===== config.mk =====
export PLATFORM = sky130hd
export DESIGN_NAME = alu
export DESIGN_NICKNAME = d
export VERILOG_FILES = /design/src/rtl/alu.sv
export SDC_FILE = /design/constraint.sdc
export NUM_CORES = 1
export LEC_CHECK = 0
export ABC_AREA = 1
export CAP_MARGIN = 20
export CORE_MARGIN = 2
export CORE_UTILIZATION = 35
export DETAILED_ROUTE_END_ITERATION = 16
export PLACE_DENSITY_LB_ADDON = 0.15
export SLEW_MARGIN = 10
export SYNTH_ARGS = -nofsm -noshare
export SYNTH_HDL_FRONTEND = slang
export SYNTH_SLANG_ARGS = --single-unit

===== constraint.sdc =====
create_clock -name clk -period 0.8 [get_ports clk]
set_input_delay 0.16 -clock clk [delete_from_list [all_inputs] [get_ports clk]]
set_output_delay 0.16 -clock clk [all_outputs]
set_load 0.05 [all_outputs]

===== src/rtl/alu.sv =====
// Pipelined ALU: one registered result per accepted operation, 1-cycle latency.
// Define ALU_FLAGS_EN to add registered zero/carry/overflow/negative status outputs.
module alu #(
    parameter int WIDTH = 8
) (
    input  logic             clk,
    input  logic             rst_n,
    input  logic             in_valid,
    input  logic [2:0]       instruction,
    input  logic [WIDTH-1:0] A,
    input  logic [WIDTH-1:0] B,
    output logic [WIDTH-1:0] result,
`ifdef ALU_FLAGS_EN
    output logic             zero,
    output logic             carry,
    output logic             overflow,
    output logic             negative,
`endif
    output logic             out_valid
);

    typedef enum logic [2:0] {
        OP_ADD = 3'b000,
        OP_SUB = 3'b001,
        OP_AND = 3'b010,
        OP_OR  = 3'b011,
        OP_XOR = 3'b100,
        OP_NOT = 3'b101,
        OP_SHL = 3'b110,
        OP_SHR = 3'b111
    } op_e;

    logic [WIDTH-1:0] result_reg;
    logic [WIDTH-1:0] result_next;
    logic             out_valid_reg;

    always_comb begin
        result_next = '0;
        case (op_e'(instruction))
            OP_ADD:  result_next = A + B;
            OP_SUB:  result_next = A - B;
            OP_AND:  result_next = A & B;
            OP_OR:   result_next = A | B;
            OP_XOR:  result_next = A ^ B;
            OP_NOT:  result_next = ~A;
            OP_SHL:  result_next = {A[WIDTH-2:0], 1'b0};
            OP_SHR:  result_next = {1'b0, A[WIDTH-1:1]};
            default: result_next = '0;
        endcase
    end

`ifdef ALU_FLAGS_EN
    logic [WIDTH:0] sum_ext;
    logic [WIDTH:0] diff_ext;
    logic           carry_next;
    logic           overflow_next;
    logic           zero_reg, carry_reg, overflow_reg, negative_reg;

    // Extended-width add/sub exposes carry-out and borrow in the top bit.
    always_comb begin
        sum_ext       = {1'b0, A} + {1'b0, B};
        diff_ext      = {1'b0, A} - {1'b0, B};
        carry_next    = 1'b0;
        overflow_next = 1'b0;
        case (op_e'(instruction))
            OP_ADD: begin
                carry_next    = sum_ext[WIDTH];
                overflow_next = (A[WIDTH-1] == B[WIDTH-1]) &&
                                (sum_ext[WIDTH-1] != A[WIDTH-1]);
            end
            OP_SUB: begin
                carry_next    = diff_ext[WIDTH];
                overflow_next = (A[WIDTH-1] != B[WIDTH-1]) &&
                                (diff_ext[WIDTH-1] != A[WIDTH-1]);
            end
            OP_SHL:  carry_next = A[WIDTH-1];
            OP_SHR:  carry_next = A[0];
            default: begin
                carry_next    = 1'b0;
                overflow_next = 1'b0;
            end
        endcase
    end

    always_ff @(posedge clk or negedge rst_n) begin
        if (!rst_n) begin
            zero_reg     <= 1'b0;
            carry_reg    <= 1'b0;
            overflow_reg <= 1'b0;
            negative_reg <= 1'b0;
        end else if (in_valid) begin
            zero_reg     <= (result_next == '0);
            carry_reg    <= carry_next;
            overflow_reg <= overflow_next;
            negative_reg <= result_next[WIDTH-1];
        end
    end

    assign zero     = zero_reg;
    assign carry    = carry_reg;
    assign overflow = overflow_reg;
    assign negative = negative_reg;
`endif

    // Idle cycles drop out_valid but keep the last result visible.
    always_ff @(posedge clk or negedge rst_n) begin
        if (!rst_n) begin
            result_reg    <= '0;
            out_valid_reg <= 1'b0;
        end else begin
            out_valid_reg <= in_valid;
            if (in_valid) begin
                result_reg <= result_next;
            end
        end
    end

    assign result    = result_reg;
    assign out_valid = out_valid_reg;

endmodule


==> PnR_summary.wiki, run 1 <==
{| class="wikitable"
! Metric !! Value
|-
| Number of routed nets with antenna violations || 0
|-
| CTS tree || done
|-
| Failing checks || setup timing
|-
| Final worst-path cycle share || 2.125
|-
| Seq/Total Area, Yosys || 0.1556
|-
| Number of flops mapped to enable cells by yosys || 0
|-
| Setup slack, reg-to-reg || 0.03 ns
|-
| Max-slew headroom at the worst pin || 0.8025
|-
| Cell area after placement || 2400 um^2
|-
| Setup WS pre-CTS || -1.595 ns
|-
| Leakage power || 1.376 nW
|-
| Post-Route Skew || 0 ns
|-
| Number of DRC markers in iteration 0 || 99
|-
| Largest net degree at the start of global routing || 10
|-
| Final Hold Violating Endpoints || 0
|-
| Biggest area consumer among synthesized cells || sky130_fd_sc_hd__ha_1
|-
| Avg Vias per Cell || 4.944
|-
| Async S/R FF share, synth || 1.000
|-
| Power per cell area || 1138 nW/um^2
|-
| Layout-stage area growth over the synthesis result || 89.02%
|-
| Type of origin of the critical path || input port
|-
| Final setup violating endpoints || 17
|-
| Final wirelength || 5049 um
|-
| # placed instances || 359
|-
| Synth Cell Area || 1448 um^2
|-
| Final instance area || 2736 um^2
|-
| Final weighted congestion of routability-driven global placement || 0.8245
|-
| GRT overflow || 0
|-
| Fin cells || 373
|-
| Post-Synthesis Cells || 227
|-
| Worst Path Class, Setup || input port to register
|-
| Result of the run || finished with violations
|-
| Final-layout fill cell count || 325
|-
| Net count after synthesis || 274
|-
| Final period demand of the worst path || 1.700 ns
|-
| Total of flip-flops plus latches after synthesis || 9
|-
| Antenna diode count || 0
|-
| Post-synthesis average cell area || 6.377 um^2
|-
| Number of global-route vias before repair || 1740
|-
| RSZ-0062 raised after global routing || true
|-
| Maximum vdd ir drop || 0.001026 V
|-
| First-pass iteration count of the detailed router || 4
|-
| Signal arrival time at the worst endpoint || 1.86 ns
|-
| Io pins || 31
|-
| Crit path capture type || register
|-
| Library cell used as clock root buffer || sky130_fd_sc_hd__clkbuf_8
|-
| Ys Warns || 0
|-
| Die height || 68.31 um
|-
| Initial cell density of the core || 0.3619
|-
| PortBufs || 30
|-
| Most used standard cells in the synthesized netlist || 46 x sky130_fd_sc_hd__nand2_1, 36 x sky130_fd_sc_hd__inv_1, 34 x sky130_fd_sc_hd__nor2_1
|-
| Reported max-cap violation count || 0
|-
| CP Data Required Time || 0.96 ns
|-
| Area share of the largest cell type after synthesis || 0.2074
|-
| Share of post-route cells with drive strength above 1 || 0.4334
|-
| DR DRC count || 0
|-
| Source-to-sink clock delay at the later pin of the worst-skew pair || 0.23 ns
|-
| Row cnt || 23
|-
| H-tree depth || 1
|-
| Clock Sinks || 9
|-
| Vias || 1844
|-
| Clock buffer count from CTS || 3
|-
| Number of flip-flops in the largest register || 8
|-
| Most used flip-flop cell after synthesis || sky130_fd_sc_hd__dfrtp_1
|-
| Routed len/inst || 13.54 um
|-
| Tightest Pin Transition || 0.2960 ns
|-
| Count leader, synth || sky130_fd_sc_hd__nand2_1
|-
| Min setup slack post-route || -0.8996 ns
|-
| CTS Hold Bufs || 0
|-
| Worst reg2reg path startpoint || result[1]
|-
| Cell types with the largest area share after synthesis || sky130_fd_sc_hd__ha_1 21%, sky130_fd_sc_hd__dfrtp_1 16%, sky130_fd_sc_hd__nand2_1 12%
|-
| Path category of the worst min-delay check || input port to async pin
|-
| Detail Placement HPWL || 3703 um
|-
| Clock slew at reported path FFs || 0.05 ns
|-
| Setup_tns || -7.347 ns
|-
| Number of antenna violations at the first check in global routing || 0
|-
| Die Area || 4666 um^2
|-
| Worst Reg-to-Reg Cells || 3
|-
| Global-route wire length before repair || 7714 um
|-
| Reg2reg end || result[1]
|-
| Fmax achieved || 0.5884 GHz
|-
| Largest driver fanout on the critical path || 4
|-
| Deepest clock path buffer count || 2
|-
| Global Route Usage Sum || 0.2164
|-
| Sum of internal, switching and leakage power || 3.113 mW
|-
| Net count of the finished layout || 371
|-
| Distinct cells, synth || 27
|-
| Fin. max-slew vios || 0
|-
| Horizontal extent of the die || 68.31 um
|-
| Core Footprint || 4000 um^2
|}
## final cells by class
cell class,instances,area [um^2],area share
clock buffers,4,45.04,0.01646
inverters,38,178.9,0.06539
multi-input cells,179,1306,0.4774
flip-flops and latches,9,226.5,0.08276
well taps,50,62.56,0.02286
repair buffers,93,917.1,0.3352
## power by group
group / switching, mW / leakage (nW) / internal [mW] / total (mW)
registers: 0.0704 / 0.106 / 0.523 / 0.593
logic: 1.01 / 1.25 / 0.977 / 1.99
clock network: 0.184 / 0.0228 / 0.348 / 0.531
## how the worst max path moves through the flow
stage	end	start
after detailed placement	result[5]	B[1]
after global routing	result[7]	B[4]
after floorplan	result[7]	B[1]
after global placement	result[7]	B[1]
final	result[7]	B[2]
after CTS	result[5]	B[1]
## metal layers
layer / vias up / part of all wire / track usage
li1: 936 / - / -
met1: 850 / 0.44 / 0.2789
met2: 50 / 0.51 / 0.4005
met3: 8 / 0.036 / 0.01645
met4: 0 / 0.016 / 0.02750
met5: - / 0 / 0
## kinds of logic (layout without fill, tap and decap cells)
logic type	after synthesis	after routing	share of synthesized area
adder cells (fa/ha/maj)	25	25	0.2213
flip-flops	9	9	0.1556
buffers and inverters	39	135	0.1080
XOR/XNOR	7	7	0.04235
AND/OR/NAND/NOR	110	110	0.3328
AO/OA/AOI/OAI	37	37	0.1400
## layout by cell type (no fill, tap or decap), types with 9 or more instances in the layout
master,count
sky130_fd_sc_hd__a21oi_1,15
sky130_fd_sc_hd__inv_1,26
sky130_fd_sc_hd__buf_12,11
sky130_fd_sc_hd__buf_6,14
sky130_fd_sc_hd__nand2_2,10
sky130_fd_sc_hd__ha_1,18
sky130_fd_sc_hd__nand2_1,36
sky130_fd_sc_hd__nand3_1,9
sky130_fd_sc_hd__buf_4,51
sky130_fd_sc_hd__clkdlybuf4s50_1,9
sky130_fd_sc_hd__nor2_1,28
## worst max-delay path, cell delays in order
cell and delay (ns):
sky130_fd_sc_hd__buf_2 0.13, sky130_fd_sc_hd__nor2_1 0.12, sky130_fd_sc_hd__nand2_1 0.11, sky130_fd_sc_hd__nand2_4 0.11, sky130_fd_sc_hd__nand2_2 0.07, sky130_fd_sc_hd__xor2_1 0.17, sky130_fd_sc_hd__ha_1 0.36, sky130_fd_sc_hd__nand2_2 0.10
sky130_fd_sc_hd__inv_1 0.05, sky130_fd_sc_hd__a21oi_2 0.13, sky130_fd_sc_hd__nand2_2 0.08, sky130_fd_sc_hd__nand3_1 0.07, sky130_fd_sc_hd__nand3_1 0.07, sky130_fd_sc_hd__a21oi_1 0.13
## per-stage QoR
stage	utilization	hold WS, ns
final	0.6841	0.2442
after global routing	0.6841	0.2458
after CTS	0.6456	0.2455
after detailed placement	0.5999	0.4943
after global placement	0.5999	0.4901
after floorplan	-	-0.1356
## repair_timing
action,CTS,global route
pin swaps,34,28
endpoints found under the setup margin,17,17
gates resized for setup,61,50
buffers inserted,9,7
Power figures use the tool's default switching activity.
==> run 2: changes to the inputs <==
Settings changed: ABC_CLOCK_PERIOD_IN_PS set to 800.
==> results of run 2 <==
Final layout, timing and power as in run 1 (identical DEF).
